===== src/rtl/wb_flash_arbiter_if.sv =====
// Bus bundle between the two Wishbone masters, the arbiter and the SPI flash controller.
// "slave" is the arbiter's view; "master" is the environment's view (masters plus flash controller).
interface wb_flash_arbiter_if;
  logic        m0_cyc_i, m0_stb_i, m0_we_i;
  logic [31:0] m0_adr_i, m0_dat_i, m0_dat_o;
  logic        m0_ack_o, m0_err_o;
  logic        m1_cyc_i, m1_stb_i, m1_we_i;
  logic [31:0] m1_adr_i, m1_dat_i, m1_dat_o;
  logic        m1_ack_o, m1_err_o;
  logic        s_cyc_o, s_stb_o, s_we_o;
  logic [31:0] s_adr_o, s_dat_o, s_dat_i;
  logic        s_ack_i;
  logic [1:0]  o_grant;
  logic        o_timeout;

  modport slave (
    input  m0_cyc_i, m0_stb_i, m0_we_i, m0_adr_i, m0_dat_i,
    input  m1_cyc_i, m1_stb_i, m1_we_i, m1_adr_i, m1_dat_i,
    input  s_dat_i, s_ack_i,
    output m0_dat_o, m0_ack_o, m0_err_o,
    output m1_dat_o, m1_ack_o, m1_err_o,
    output s_cyc_o, s_stb_o, s_we_o, s_adr_o, s_dat_o,
    output o_grant, o_timeout
  );

  modport master (
    output m0_cyc_i, m0_stb_i, m0_we_i, m0_adr_i, m0_dat_i,
    output m1_cyc_i, m1_stb_i, m1_we_i, m1_adr_i, m1_dat_i,
    output s_dat_i, s_ack_i,
    input  m0_dat_o, m0_ack_o, m0_err_o,
    input  m1_dat_o, m1_ack_o, m1_err_o,
    input  s_cyc_o, s_stb_o, s_we_o, s_adr_o, s_dat_o,
    input  o_grant, o_timeout
  );
endinterface


===== src/rtl/wb_flash_arbiter.sv =====
// Round-robin two-master Wishbone classic arbiter in front of the SPI flash controller,
// with a watchdog that aborts strobes the slave never acknowledges.
module wb_flash_arbiter #(
  parameter int unsigned TIMEOUT = 4095
) (
  input  logic                 wb_clk_i,
  input  logic                 wb_rst_i,
  wb_flash_arbiter_if.slave    bus
);

  typedef enum logic [2:0] {IDLE, GNT0, GNT1, ABORT, DRAIN} state_t;

  localparam bit          WD_EN    = (TIMEOUT != 0);
  localparam logic [15:0] WD_LIMIT = 16'(TIMEOUT - 1);

  state_t      state_reg, state_next;
  logic        last_reg, last_next;
  logic        owner_reg, owner_next;
  logic [15:0] wd_cnt_reg, wd_cnt_next;

  logic [1:0]  m_cyc, m_stb, m_we, m_ack, m_err;
  logic [31:0] m_adr [2];
  logic [31:0] m_wdat [2];
  logic [31:0] m_rdat [2];
  logic        granted;

  assign m_cyc     = {bus.m1_cyc_i, bus.m0_cyc_i};
  assign m_stb     = {bus.m1_stb_i, bus.m0_stb_i};
  assign m_we      = {bus.m1_we_i,  bus.m0_we_i};
  assign m_adr[0]  = bus.m0_adr_i;
  assign m_adr[1]  = bus.m1_adr_i;
  assign m_wdat[0] = bus.m0_dat_i;
  assign m_wdat[1] = bus.m1_dat_i;

  // owner_reg names the master of the current GNT/ABORT/DRAIN episode
  assign granted = (state_reg == GNT0) || (state_reg == GNT1);

  always_ff @(posedge wb_clk_i or posedge wb_rst_i) begin
    if (wb_rst_i) begin
      state_reg  <= IDLE;
      last_reg   <= 1'b1;
      owner_reg  <= 1'b0;
      wd_cnt_reg <= '0;
    end else begin
      state_reg  <= state_next;
      last_reg   <= last_next;
      owner_reg  <= owner_next;
      wd_cnt_reg <= wd_cnt_next;
    end
  end

  always_comb begin
    state_next  = state_reg;
    last_next   = last_reg;
    owner_next  = owner_reg;
    wd_cnt_next = '0;
    case (state_reg)
      IDLE: begin
        if (m_cyc[0] && m_cyc[1]) begin
          owner_next = ~last_reg;
          state_next = last_reg ? GNT0 : GNT1;
        end else if (m_cyc[0]) begin
          owner_next = 1'b0;
          state_next = GNT0;
        end else if (m_cyc[1]) begin
          owner_next = 1'b1;
          state_next = GNT1;
        end
      end
      GNT0, GNT1: begin
        if (!m_cyc[owner_reg]) begin
          state_next = IDLE;
          last_next  = owner_reg;
        end else if (m_stb[owner_reg] && !bus.s_ack_i) begin
          // an ack on the limit cycle wins, so only an unacked strobe can trip the watchdog
          if (WD_EN && (wd_cnt_reg == WD_LIMIT)) begin
            state_next = ABORT;
          end else begin
            wd_cnt_next = wd_cnt_reg + 16'd1;
          end
        end
      end
      ABORT: begin
        state_next = DRAIN;
      end
      DRAIN: begin
        if (!m_cyc[owner_reg]) begin
          state_next = IDLE;
          last_next  = owner_reg;
        end
      end
      default: begin
        state_next = IDLE;
      end
    endcase
  end

  assign bus.s_cyc_o   = granted & m_cyc[owner_reg];
  assign bus.s_stb_o   = granted & m_stb[owner_reg];
  assign bus.s_we_o    = granted & m_we[owner_reg];
  assign bus.s_adr_o   = granted ? m_adr[owner_reg]  : '0;
  assign bus.s_dat_o   = granted ? m_wdat[owner_reg] : '0;
  assign bus.o_timeout = (state_reg == ABORT);
  assign bus.o_grant   = (state_reg == IDLE) ? 2'b00 : (owner_reg ? 2'b10 : 2'b01);

  // responses reach only the master that owns the bus; slave acks outside GNT are dropped
  for (genvar gi = 0; gi < 2; gi++) begin : g_resp
    assign m_ack[gi]  = granted && (owner_reg == 1'(gi)) && bus.s_ack_i;
    assign m_err[gi]  = (state_reg == ABORT) && (owner_reg == 1'(gi));
    assign m_rdat[gi] = (granted && (owner_reg == 1'(gi))) ? bus.s_dat_i : '0;
  end

  assign bus.m0_ack_o = m_ack[0];
  assign bus.m1_ack_o = m_ack[1];
  assign bus.m0_err_o = m_err[0];
  assign bus.m1_err_o = m_err[1];
  assign bus.m0_dat_o = m_rdat[0];
  assign bus.m1_dat_o = m_rdat[1];

endmodule


===== src/flat_wrapper.sv =====
// flat-port wrapper written by rule: the top's interface ports become plain ports
module wb_flash_arbiter_flat 
#(
  parameter int unsigned TIMEOUT = 4095
)
  (wb_clk_i, wb_rst_i, bus_m0_cyc_i, bus_m0_stb_i, bus_m0_we_i, bus_m0_adr_i, bus_m0_dat_i, bus_m1_cyc_i, bus_m1_stb_i, bus_m1_we_i, bus_m1_adr_i, bus_m1_dat_i, bus_s_dat_i, bus_s_ack_i, bus_m0_dat_o, bus_m0_ack_o, bus_m0_err_o, bus_m1_dat_o, bus_m1_ack_o, bus_m1_err_o, bus_s_cyc_o, bus_s_stb_o, bus_s_we_o, bus_s_adr_o, bus_s_dat_o, bus_o_grant, bus_o_timeout);
  wb_flash_arbiter_if bus_i ();
  input  logic wb_clk_i;
  input  logic wb_rst_i;
  input wire logic [$bits(bus_i.m0_cyc_i)-1:0] bus_m0_cyc_i;
  input wire logic [$bits(bus_i.m0_stb_i)-1:0] bus_m0_stb_i;
  input wire logic [$bits(bus_i.m0_we_i)-1:0] bus_m0_we_i;
  input wire logic [$bits(bus_i.m0_adr_i)-1:0] bus_m0_adr_i;
  input wire logic [$bits(bus_i.m0_dat_i)-1:0] bus_m0_dat_i;
  input wire logic [$bits(bus_i.m1_cyc_i)-1:0] bus_m1_cyc_i;
  input wire logic [$bits(bus_i.m1_stb_i)-1:0] bus_m1_stb_i;
  input wire logic [$bits(bus_i.m1_we_i)-1:0] bus_m1_we_i;
  input wire logic [$bits(bus_i.m1_adr_i)-1:0] bus_m1_adr_i;
  input wire logic [$bits(bus_i.m1_dat_i)-1:0] bus_m1_dat_i;
  input wire logic [$bits(bus_i.s_dat_i)-1:0] bus_s_dat_i;
  input wire logic [$bits(bus_i.s_ack_i)-1:0] bus_s_ack_i;
  output wire logic [$bits(bus_i.m0_dat_o)-1:0] bus_m0_dat_o;
  output wire logic [$bits(bus_i.m0_ack_o)-1:0] bus_m0_ack_o;
  output wire logic [$bits(bus_i.m0_err_o)-1:0] bus_m0_err_o;
  output wire logic [$bits(bus_i.m1_dat_o)-1:0] bus_m1_dat_o;
  output wire logic [$bits(bus_i.m1_ack_o)-1:0] bus_m1_ack_o;
  output wire logic [$bits(bus_i.m1_err_o)-1:0] bus_m1_err_o;
  output wire logic [$bits(bus_i.s_cyc_o)-1:0] bus_s_cyc_o;
  output wire logic [$bits(bus_i.s_stb_o)-1:0] bus_s_stb_o;
  output wire logic [$bits(bus_i.s_we_o)-1:0] bus_s_we_o;
  output wire logic [$bits(bus_i.s_adr_o)-1:0] bus_s_adr_o;
  output wire logic [$bits(bus_i.s_dat_o)-1:0] bus_s_dat_o;
  output wire logic [$bits(bus_i.o_grant)-1:0] bus_o_grant;
  output wire logic [$bits(bus_i.o_timeout)-1:0] bus_o_timeout;
  assign bus_i.m0_cyc_i = bus_m0_cyc_i;
  assign bus_i.m0_stb_i = bus_m0_stb_i;
  assign bus_i.m0_we_i = bus_m0_we_i;
  assign bus_i.m0_adr_i = bus_m0_adr_i;
  assign bus_i.m0_dat_i = bus_m0_dat_i;
  assign bus_i.m1_cyc_i = bus_m1_cyc_i;
  assign bus_i.m1_stb_i = bus_m1_stb_i;
  assign bus_i.m1_we_i = bus_m1_we_i;
  assign bus_i.m1_adr_i = bus_m1_adr_i;
  assign bus_i.m1_dat_i = bus_m1_dat_i;
  assign bus_i.s_dat_i = bus_s_dat_i;
  assign bus_i.s_ack_i = bus_s_ack_i;
  assign bus_m0_dat_o = bus_i.m0_dat_o;
  assign bus_m0_ack_o = bus_i.m0_ack_o;
  assign bus_m0_err_o = bus_i.m0_err_o;
  assign bus_m1_dat_o = bus_i.m1_dat_o;
  assign bus_m1_ack_o = bus_i.m1_ack_o;
  assign bus_m1_err_o = bus_i.m1_err_o;
  assign bus_s_cyc_o = bus_i.s_cyc_o;
  assign bus_s_stb_o = bus_i.s_stb_o;
  assign bus_s_we_o = bus_i.s_we_o;
  assign bus_s_adr_o = bus_i.s_adr_o;
  assign bus_s_dat_o = bus_i.s_dat_o;
  assign bus_o_grant = bus_i.o_grant;
  assign bus_o_timeout = bus_i.o_timeout;
  wb_flash_arbiter #(.TIMEOUT(TIMEOUT)) u_core (.wb_clk_i(wb_clk_i), .wb_rst_i(wb_rst_i), .bus(bus_i));
endmodule

===== config.mk =====
export PLATFORM = sky130hd
export DESIGN_NAME = wb_flash_arbiter_flat
export DESIGN_NICKNAME = d
export VERILOG_FILES = /design/src/rtl/wb_flash_arbiter_if.sv /design/src/rtl/wb_flash_arbiter.sv /design/src/flat_wrapper.sv
export SDC_FILE = /design/constraint.sdc
export NUM_CORES = 1
export LEC_CHECK = 0
export ABC_AREA = 1
export BUFFER_PORTS_ARGS = -buffer_cell sky130_fd_sc_hd__buf_2
export CAP_MARGIN = 0
export CORE_AREA = 2 2 118 120
export DETAILED_ROUTE_END_ITERATION = 10
export DIE_AREA = 0 0 120 122
export GPL_ROUTABILITY_DRIVEN = 1
export HOLD_SLACK_MARGIN = 0.08
export SLEW_MARGIN = 10
export SYNTH_ARGS = -nofsm -noshare
export SYNTH_HDL_FRONTEND = slang
export SYNTH_SLANG_ARGS = --single-unit

===== constraint.sdc =====
create_clock -name wb_clk_i -period 1.2 [get_ports wb_clk_i]
set_input_delay 0.18 -clock wb_clk_i [delete_from_list [all_inputs] [get_ports wb_clk_i]]
set_output_delay 0.18 -clock wb_clk_i [all_outputs]
set_load 0.03 [all_outputs]

==> flow_metrics.env <==
export IMPL_stdcell_count=1057
export IMPL_drive_above_1_share=0.705
export IMPL_crit_required_ns=1.02
export IMPL_fin_ws_ns=-0.624
export IMPL_clk_latency_ns=0.25
export IMPL_dp_hpwl_mm=11.3
export IMPL_crit_start="u_core.state_reg[0]"
export IMPL_final_hold_viol_count=0
export IMPL_violations="setup timing"
export IMPL_die_area_um2=14600
export IMPL_cts_htree_levels=1
export IMPL_ant_nets=0
export IMPL_gp_congestion=0.781
export IMPL_worstPathMaxFanout=8
export IMPL_synthToLayoutAreaGrowth_pct=189
export IMPL_dieWidth_um=120
export IMPL_cts_buffers=3
export IMPL_hp_class="input pin to flip-flop"
export IMPL_first_pass_iters=4
export IMPL_rsz0062_at_grt="yes"
export IMPL_die_h_um=122
export IMPL_viasPerCell=4.37
export IMPL_ys_seq_area_frac=0.196
export IMPL_first_iter_violations=162
export IMPL_grt_use_total=0.184
export IMPL_clkTransAtPathRegs_ns=0.06
export IMPL_vdd_drop_max_v=0.00143
export IMPL_setup_worst_path_end_class="primary output"
export IMPL_largest_register_ffs=16
export IMPL_arrival_ns=1.64
export IMPL_wl_per_cell_um=15.4
export IMPL_n_antenna_cell=0
export IMPL_clock_path_buffers=2
export IMPL_grt_start_max_net_pins=34
export IMPL_r2r_end="u_core.wd_cnt_reg[13]"
export IMPL_synth_area_um2=2690
export IMPL_wirelength_mm=16.2
export IMPL_fmax_ghz=0.548
export IMPL_status="complete, but fails checks"
export IMPL_antenna_found_initial=0
export IMPL_critPathKind="flip-flop to primary output"
export IMPL_grt_overflow_total=0
export IMPL_final_setup_viol_count=159
export IMPL_cts_tree="built"
export IMPL_cts_sinks=21
export IMPL_power_per_cell_area_nw_per_um2=2980
export IMPL_layout_min_cycle_time_ns=1.82
export IMPL_root_buffer="clkbuf_16"
export IMPL_finClkSkew_ns=0.00450
export IMPL_ys_types=28
export IMPL_layout_common_cells="buf_2 (168), buf_6 (150), nand2_1 (140)"
export IMPL_ios=307
export IMPL_synth_seq_cells=21
export IMPL_mostFrequentLayoutCell="buf_2"
export IMPL_slew_violations=0
export IMPL_rows=43
export IMPL_rr_worst_depth=9
export IMPL_r2r_start="u_core.state_reg[0]"
export IMPL_core_um2=13500
export IMPL_hold_ws_ns=0.394
export IMPL_drc=0
export IMPL_initial_core_util=0.199
export IMPL_worstSetupEndpoint="bus_m1_dat_o[7]"
export IMPL_leakagePower_nw=3.72
export IMPL_dpl_cell_count=1017
export IMPL_postSynthCellCount=493
export IMPL_start_kind="flip-flop"
export IMPL_synth_area_per_cell_um2=5.46
export IMPL_yosysWarnings=0
export IMPL_vias=4616
export IMPL_worst_pin_slew_ns=0.734
export IMPL_max_cap_violations=0
export IMPL_synth_nets=664
export IMPL_slew_limit_headroom=0.506
export IMPL_nNetsFinal=1049
export IMPL_grt_pass1_wl_mm=21.8
export IMPL_r2r_slack_ns=-0.42
export IMPL_fin_crit_sh=1.52
export IMPL_port_buffers=306
export IMPL_grt_pass1_vias=4245
[per-stage QoR]
stage	instance area [um2]	util	TNS, ns	power, W	setup slack, ns
finish	7770	0.575	-81.40	0.0231	-0.624
global route	7770	0.575	-91.88	0.0241	-0.674
CTS	6860	0.508	-77.98	0.0202	-0.560
detailed placement	5850	0.434	-42.83	0.0161	-0.329
global placement	5850	0.434	-40.16	0.0161	-0.310
floorplan	3700	-	-35.66	0.0120	-0.365
[synth_stat cells]
cell type / count / area share
dfrtp_1: 20 / 0.19
a21oi_1: 68 / 0.13
buf_4: 6 / 0.017
o21ai_4: 1 / 0.0060
nand4_1: 2 / 0.0047
nor2_4: 7 / 0.029
xnor2_1: 4 / 0.013
nor3_1: 2 / 0.0037
o21ai_0: 4 / 0.0074
xor2_1: 7 / 0.023
nor2_2: 7 / 0.016
nor2_1: 92 / 0.13
buf_12: 1 / 0.0074
inv_1: 54 / 0.075
nand2_1: 172 / 0.24
dfstp_2: 1 / 0.0098
nor3_2: 1 / 0.0037
buf_2: 13 / 0.024
nand3b_1: 1 / 0.0028
or2_2: 1 / 0.0023
clkbuf_1: 8 / 0.011
nand2_2: 4 / 0.0093
buf_6: 1 / 0.0042
nand3_4: 2 / 0.013
nor2_8: 1 / 0.0074
inv_2: 3 / 0.0042
nand3_1: 8 / 0.015
ha_1: 2 / 0.0093
[routing by layer]
metal	track usage	up-vias	wire (um)
li1	-	2273	-
met1	0.222	2156	6050
met2	0.348	173	8860
met3	0.0323	14	1120
met4	0.0228	0	203
met5	0	-	0
[worst min-delay path by stage]
stage / start / slack (ns) / cells past startpoint / endpoint
detailed placement: wb_rst_i / 0.24 / 3 / u_core.wd_cnt_reg[9]
global route: bus_m1_cyc_i / 0.41 / 4 / u_core.owner_reg
global placement: wb_rst_i / 0.24 / 3 / u_core.wd_cnt_reg[8]
finish: bus_m1_cyc_i / 0.39 / 4 / u_core.owner_reg
CTS: bus_s_ack_i / 0.36 / 4 / u_core.wd_cnt_reg[4]
floorplan: wb_rst_i / 0.16 / 1 / u_core.owner_reg
[kinds of logic (layout without fill, tap and decap cells)]
family	count (synthesis)	after routing	synth area share
buf+inv	86	470	0.143
compound gates	73	73	0.140
simple gates	300	300	0.476
xor+xnor	11	11	0.0358
flops	21	21	0.196
fa+ha+maj	2	2	0.00930
[critical path, stage by stage (launching register included)]
cell and delay (ns):
dfrtp_2 0.45, nand2_4 0.12, nand2_4 0.05, nor2_4 0.17, nand2_4 0.12, clkbuf_16 0.20, nor2_2 0.12, buf_6 0.15
[cell type report]
| class | count | area [um2] |
|---|---|---|
| inverters | 57 | 229 |
| fillers | 1173 | 5730 |
| multi-input cells | 386 | 3050 |
| clock buffers | 4 | 78.8 |
| repair buffers | 409 | 3660 |
| flip-flops and latches | 21 | 531 |
| well taps | 180 | 225 |
[timing repair]
item	in CTS	in global routing
pin swaps	14	18
gates resized for setup	247	194
hold buffers	1	0
endpoints found under the setup margin	159	159
buffers inserted	14	16
endpoints found under the hold margin	20	0
cloned	3	8
[power by group]
part | switching (W) | internal (W) | leakage [nW] | total, W
combinational | 0.0119 | 0.00961 | 3.40 | 0.0215
clock | 0.000255 | 0.000453 | 0.0382 | 0.000708
sequential | 0.000141 | 0.000821 | 0.279 | 0.000962
total | 0.0123 | 0.0109 | 3.72 | 0.0231
Note: power is estimated with default switching activity, not from simulation.
